File: config.mk
export PLATFORM = sky130hd
export DESIGN_NAME = core_bus_sched
export DESIGN_NICKNAME = d
export VERILOG_FILES = /design/src/rtl/core_bus_sched.sv
export SDC_FILE = /design/constraint.sdc
export NUM_CORES = 1
export LEC_CHECK = 0
export ABC_CLOCK_PERIOD_IN_PS = 4000
export BUFFER_PORTS_ARGS = -buffer_cell sky130_fd_sc_hd__buf_2
export CAP_MARGIN = 40
export CORE_MARGIN = 4
export CORE_UTILIZATION = 49
export CTS_CLUSTER_DIAMETER = 30
export DETAILED_ROUTE_END_ITERATION = 12
export GPL_ROUTABILITY_DRIVEN = 0
export HOLD_SLACK_MARGIN = 0.06
export PLACE_DENSITY_LB_ADDON = 0.2
export SLEW_MARGIN = 20
export SYNTH_ARGS = -nofsm -noshare
export SYNTH_HDL_FRONTEND = slang
export SYNTH_SLANG_ARGS = --single-unit
export TNS_END_PERCENT = 5
File: constraint.sdc
create_clock -name clk -period 4 [get_ports clk]
set_input_delay 0.2 -clock clk [delete_from_list [all_inputs] [get_ports clk]]
set_output_delay 0.2 -clock clk [all_outputs]
set_load 0.02 [all_outputs]
File: src/rtl/core_bus_sched.sv
// Shares one external memory bus between instruction fetch and load/store, with data priority,
// a bounded-burst fetch starvation guard, a transaction timeout and halt drain.
module core_bus_sched #(
    parameter int MAX_DATA_BURST = 4,
    parameter int TIMEOUT        = 255
) (
    input  logic        clk,
    input  logic        rst,
    input  logic        insn_req,
    input  logic [29:0] insn_addr,
    output logic        insn_ready,
    output logic [31:0] insn_data_rd,
    input  logic        data_req,
    input  logic        data_write,
    input  logic [29:0] data_addr,
    input  logic [31:0] data_data_wr,
    input  logic [3:0]  data_data_be,
    output logic        data_ready,
    output logic [31:0] data_data_rd,
    output logic        bus_err,
    input  logic        halt,
    output logic        halted,
    output logic [29:0] bus_addr,
    output logic        bus_start,
    output logic        bus_write,
    output logic [31:0] bus_data_wr,
    output logic [3:0]  bus_data_be,
    input  logic        bus_ready,
    input  logic [31:0] bus_data_rd,
    output logic [1:0]  dbg_state
);

    typedef enum logic [1:0] {IDLE = 2'd0, INSN = 2'd1, DATA = 2'd2} state_t;

    localparam int TW = (TIMEOUT > 1) ? $clog2(TIMEOUT) : 1;
    localparam logic [TW-1:0] TIMEOUT_LAST = TW'(TIMEOUT - 1);
    localparam logic [3:0] BURST_MAX = 4'(MAX_DATA_BURST);

    state_t        state;
    logic [3:0]    burst;
    logic [TW-1:0] tcnt;
    logic          grant_data;
    logic          grant_insn;
    logic          timed_out;

    assign dbg_state = state;

    // Handshake: a requester raises *_req with stable address/data and holds it until it sees
    // the one-cycle *_ready pulse; it drops req in that same cycle, so a held req is never
    // served twice. On the bus side bus_start marks the first cycle and bus_ready ends it.
    always_comb begin
        grant_data = 1'b0;
        grant_insn = 1'b0;
        if (state == IDLE && !halt) begin
            grant_data = data_req && !(insn_req && burst == BURST_MAX);
            grant_insn = !grant_data && insn_req;
        end
    end

    // bus_ready in the last counted cycle wins over the timeout.
    assign timed_out = (TIMEOUT != 0) && !bus_ready && (tcnt == TIMEOUT_LAST);

    always_ff @(posedge clk) begin
        if (rst) begin
            state        <= IDLE;
            burst        <= 4'd0;
            tcnt         <= '0;
            insn_ready   <= 1'b0;
            insn_data_rd <= 32'h0;
            data_ready   <= 1'b0;
            data_data_rd <= 32'h0;
            bus_err      <= 1'b0;
            halted       <= 1'b0;
            bus_addr     <= 30'h0;
            bus_start    <= 1'b0;
            bus_write    <= 1'b0;
            bus_data_wr  <= 32'h0;
            bus_data_be  <= 4'b0000;
        end else begin
            insn_ready <= 1'b0;
            data_ready <= 1'b0;
            bus_err    <= 1'b0;
            bus_start  <= 1'b0;
            halted     <= halt && (state == IDLE);
            case (state)
                IDLE: begin
                    if (grant_insn || !insn_req) begin
                        burst <= 4'd0;
                    end else if (grant_data && burst != BURST_MAX) begin
                        burst <= burst + 4'd1;
                    end
                    if (grant_data) begin
                        state       <= DATA;
                        bus_addr    <= data_addr;
                        bus_write   <= data_write;
                        bus_data_wr <= data_data_wr;
                        bus_data_be <= data_data_be;
                        bus_start   <= 1'b1;
                        tcnt        <= '0;
                    end else if (grant_insn) begin
                        state       <= INSN;
                        bus_addr    <= insn_addr;
                        bus_write   <= 1'b0;
                        bus_data_wr <= 32'h0;
                        bus_data_be <= 4'b1111;
                        bus_start   <= 1'b1;
                        tcnt        <= '0;
                    end
                end
                default: begin
                    if (bus_ready || timed_out) begin
                        state       <= IDLE;
                        bus_addr    <= 30'h0;
                        bus_write   <= 1'b0;
                        bus_data_wr <= 32'h0;
                        bus_data_be <= 4'b0000;
                        bus_err     <= !bus_ready;
                        if (state == INSN) begin
                            insn_ready   <= 1'b1;
                            insn_data_rd <= bus_ready ? bus_data_rd : 32'h0;
                        end else begin
                            data_ready   <= 1'b1;
                            data_data_rd <= bus_ready ? bus_data_rd : 32'h0;
                        end
                    end else begin
                        tcnt <= tcnt + 1'b1;
                    end
                end
            endcase
        end
    end

endmodule

==> results.ini <==
[setup_path]
crit_chain = nor2_1, o21a_2, buf_4, o2bb2ai_1
worstSetupPathType = reg -> reg
critPathSlowestCell = o21a_2
cp_top_family = compound AO/OA/AOI/OAI gates
cp.required_ns = 4.32
cp_max_fo = 37
arrival_ns = 2.64
critPathMaxStageDelay_ns = 0.71
endpoint_kind = flop
cp_num_buf_inv = 1
cp-start-kind = flop

[yosys]
ys_warn_count = 0
syn_nets = 725
synth-seq-cells = 150
yosysUniqueCellTypes = 43
yosysTopAreaCell = dfxtp_1
synth_edf_count = 0
ys_seq_area_share_pct = 53.5
synth.avg_cell_area_sq_um = 9.58
synthCells = 586
synth_area_leaders = dfxtp_1, a21oi_1, o21ai_0, a22o_1, o2bb2ai_1
yosys.area.top_type_share_pct = 53.5
async_flop_share_pct = 0
synth_area_sq_mm = 0.00561
synth_top_flop_cell = dfxtp_1

[clock_tree]
cts_root_buf = clkbuf_16
clock_latency_ns = 0.41
h-tree-depth = 4
cts.sinks = 150
clk_pin_slew_worst_paths_ns = 0.06
cts_buffer_depth = 2
cts_buffers = 17
cts_tree = done
cts.repair.resized = 0

[die]
die_w_microns = 115
rows = 38
pin_count = 273
fp.dieH_microns = 115
dieArea_sq_mm = 0.0132
fp.coreArea_sq_mm = 0.0110
start_util_pct = 50.9

[sta]
setup_viol = 0
finalCriticalPeriod_ns = 2.33
skew_ns = 0.0153
setup_tns_ns = 0
tightest_slew_ns = 0.716
grt_setup_unrepaired = no
max_freq_mhz = 430
slew-limit-headroom_pct = 52.2
finalCritPeriodShare_pct = 58.2
slew_viol_final = 0
hold_viol = 0

[power]
power_density_mw_per_mm2 = 463
p_leak_nw = 3.92
ir_drop_v = 0.000317

[route]
drt_iter0_drc = 487
ant_nets = 0
route.detailed.drc = 0
vias = 5692
wl_per_cell_microns = 16.5
via_per_inst = 5.35
finalWirelength_mm = 17.6
dr.pass1.iters = 6

[global_route]
grt_usage_pct = 25.5
antenna_found_initial = 0
gr-usage-met2_pct = 45.6
use_met3_pct = 6.11
grt_pass1_wl_mm = 27.0
busiest_layer = met2
met1_usage_pct = 29.1
grt_max_degree = 71
grt-ovfl-total = 0
grt_pass1_vias = 5500

[cells_and_area]
area_growth_pct = 49.5
layout.nets = 1049
fin_util_pct = 76.1
fin_area_sq_mm = 0.00839
drive_above_1_share_pct = 34.5

[flow_run]
drv_cap = 0

[placed_design]
place.port_buffers = 272
post_dp_cell_area_sq_mm = 0.00701
dpl.hpwl_mm = 11.3

[outcome]
outcome = finished, final reports clean

[hold_path]
hold_path_class = in -> reg

[synthesized netlist by cell type, types with 2 or more instances]
master     number
nand2_1        73
buf_4           2
buf_2           9
nand4_1         2
nand2b_1        5
buf_6           7
a22o_1         33
a21oi_1        71
a21o_1          3
mux2i_1        26
o21ai_0        70
clkbuf_1       29
xor2_1          2
inv_1           7
o2111ai_1       3
a2111o_1        2
o2bb2ai_1      33
nor2_1         13
dfxtp_1       150
o21ai_1         2
nor3_1          3
nand3_1         9
ha_1            4
and3_1          6
a211oi_1        4
[metrics by stage]
| stage | power (mW) | setup slack, ns | cells | hold slack (ns) |
|---|---|---|---|---|
| 6_report | 3.88 | 1.67 | 1064 | 0.0590 |
| 5_1_grt | 4.00 | 1.44 | 1062 | 0.0810 |
| 4_1_cts | 3.89 | 1.68 | 1062 | 0.0623 |
| 3_5_place_dp | 2.02 | 1.67 | 961 | 0.412 |
| 3_3_place_gp | 2.01 | 1.67 | 959 | 0.409 |
| 2_1_floorplan | 1.86 | 2.30 | 586 | 0.325 |
[report_power, final]
group | switching, mW | leakage, nW | total, mW | internal [mW]
logic | 0.261 | 2.37 | 0.460 | 0.199
clock network | 0.588 | 0.331 | 1.83 | 1.24
registers | 0.0359 | 1.22 | 1.59 | 1.56
[state kept, by name, indices dropped and copies added (netlist names)]
register	flops
bus_data_wr	32
data_data_rd	32
insn_data_rd	32
bus_addr	30
tcnt	8
burst	4
bus_data_be	4
dbg_state	2
bus_err	1
bus_start	1
bus_write	1
data_ready	1
halted	1
insn_ready	1
[area by class of cell]
type	count	area, sq um
multi-input combinational	381	2340
inverter	8	30.0
tap	140	175
timing repair buffer	352	2160
fill	799	2640
sequential	150	3000
antenna	2	5.00
clock inverter	10	225
clock buffer	21	450
[metal layers]
| metal | part of all wire [%] | up-vias | wire (microns) |
|---|---|---|---|
| met5 | 0 | - | 0 |
| met4 | 2.5 | 0 | 438 |
| met3 | 7.9 | 43 | 1390 |
| met2 | 52 | 262 | 9070 |
| met1 | 38 | 2630 | 6650 |
| li1 | - | 2757 | - |
[worst paths after layout]
kind,depth (start not counted),slack (ns),startpoint,endpoint
worst max register to register,4,1.67,dbg_state[1],bus_data_be[3]
worst max-delay path,4,1.67,dbg_state[1],bus_data_be[3]
worst min register to register,1,0.45,bus_data_be[2],bus_data_be[2]
worst min-delay path,3,0.06,insn_addr[24],bus_addr[24]
[worst min-delay path: stages]
cell       delay [ns]
buf_2            0.08
nor2_1           0.04
o2bb2ai_1        0.12
[cells by family after synthesis]
group / Yosys count / synth area share [%]
simple gates: 120 / 9.59
compound gates: 228 / 26.0
xor+xnor: 3 / 0.468
flops: 150 / 53.5
mux: 26 / 4.64
buf+inv: 55 / 4.95
fa+ha+maj: 4 / 0.892
[what timing repair did]
action | in CTS | in global routing
endpoints found under the hold margin | 98 | 0
buffers inserted | 0 | 0
hold buffers | 70 | 0
[layout by cell type (no fill, tap or decap), drive strengths merged, types with 3 or more instances in the layout]
cell / netlist / routed
o2bb2ai: 33 / 33
dfxtp: 150 / 150
nor3: 4 / 4
nor2: 13 / 13
nand3: 9 / 9
nand2b: 5 / 5
and3: 6 / 6
a21oi: 72 / 72
o2111ai: 3 / 3
ha: 4 / 4
nand2: 73 / 73
buf: 18 / 282
o21ai: 72 / 72
clkbuf: 29 / 21
a21o: 3 / 3
dlygate4sd3: 0 / 70
a211oi: 4 / 4
inv: 8 / 8
bufinv: 0 / 7
clkinv: 0 / 3
a22o: 33 / 33
mux2i: 26 / 26
Note: power is estimated with default switching activity, not from simulation.
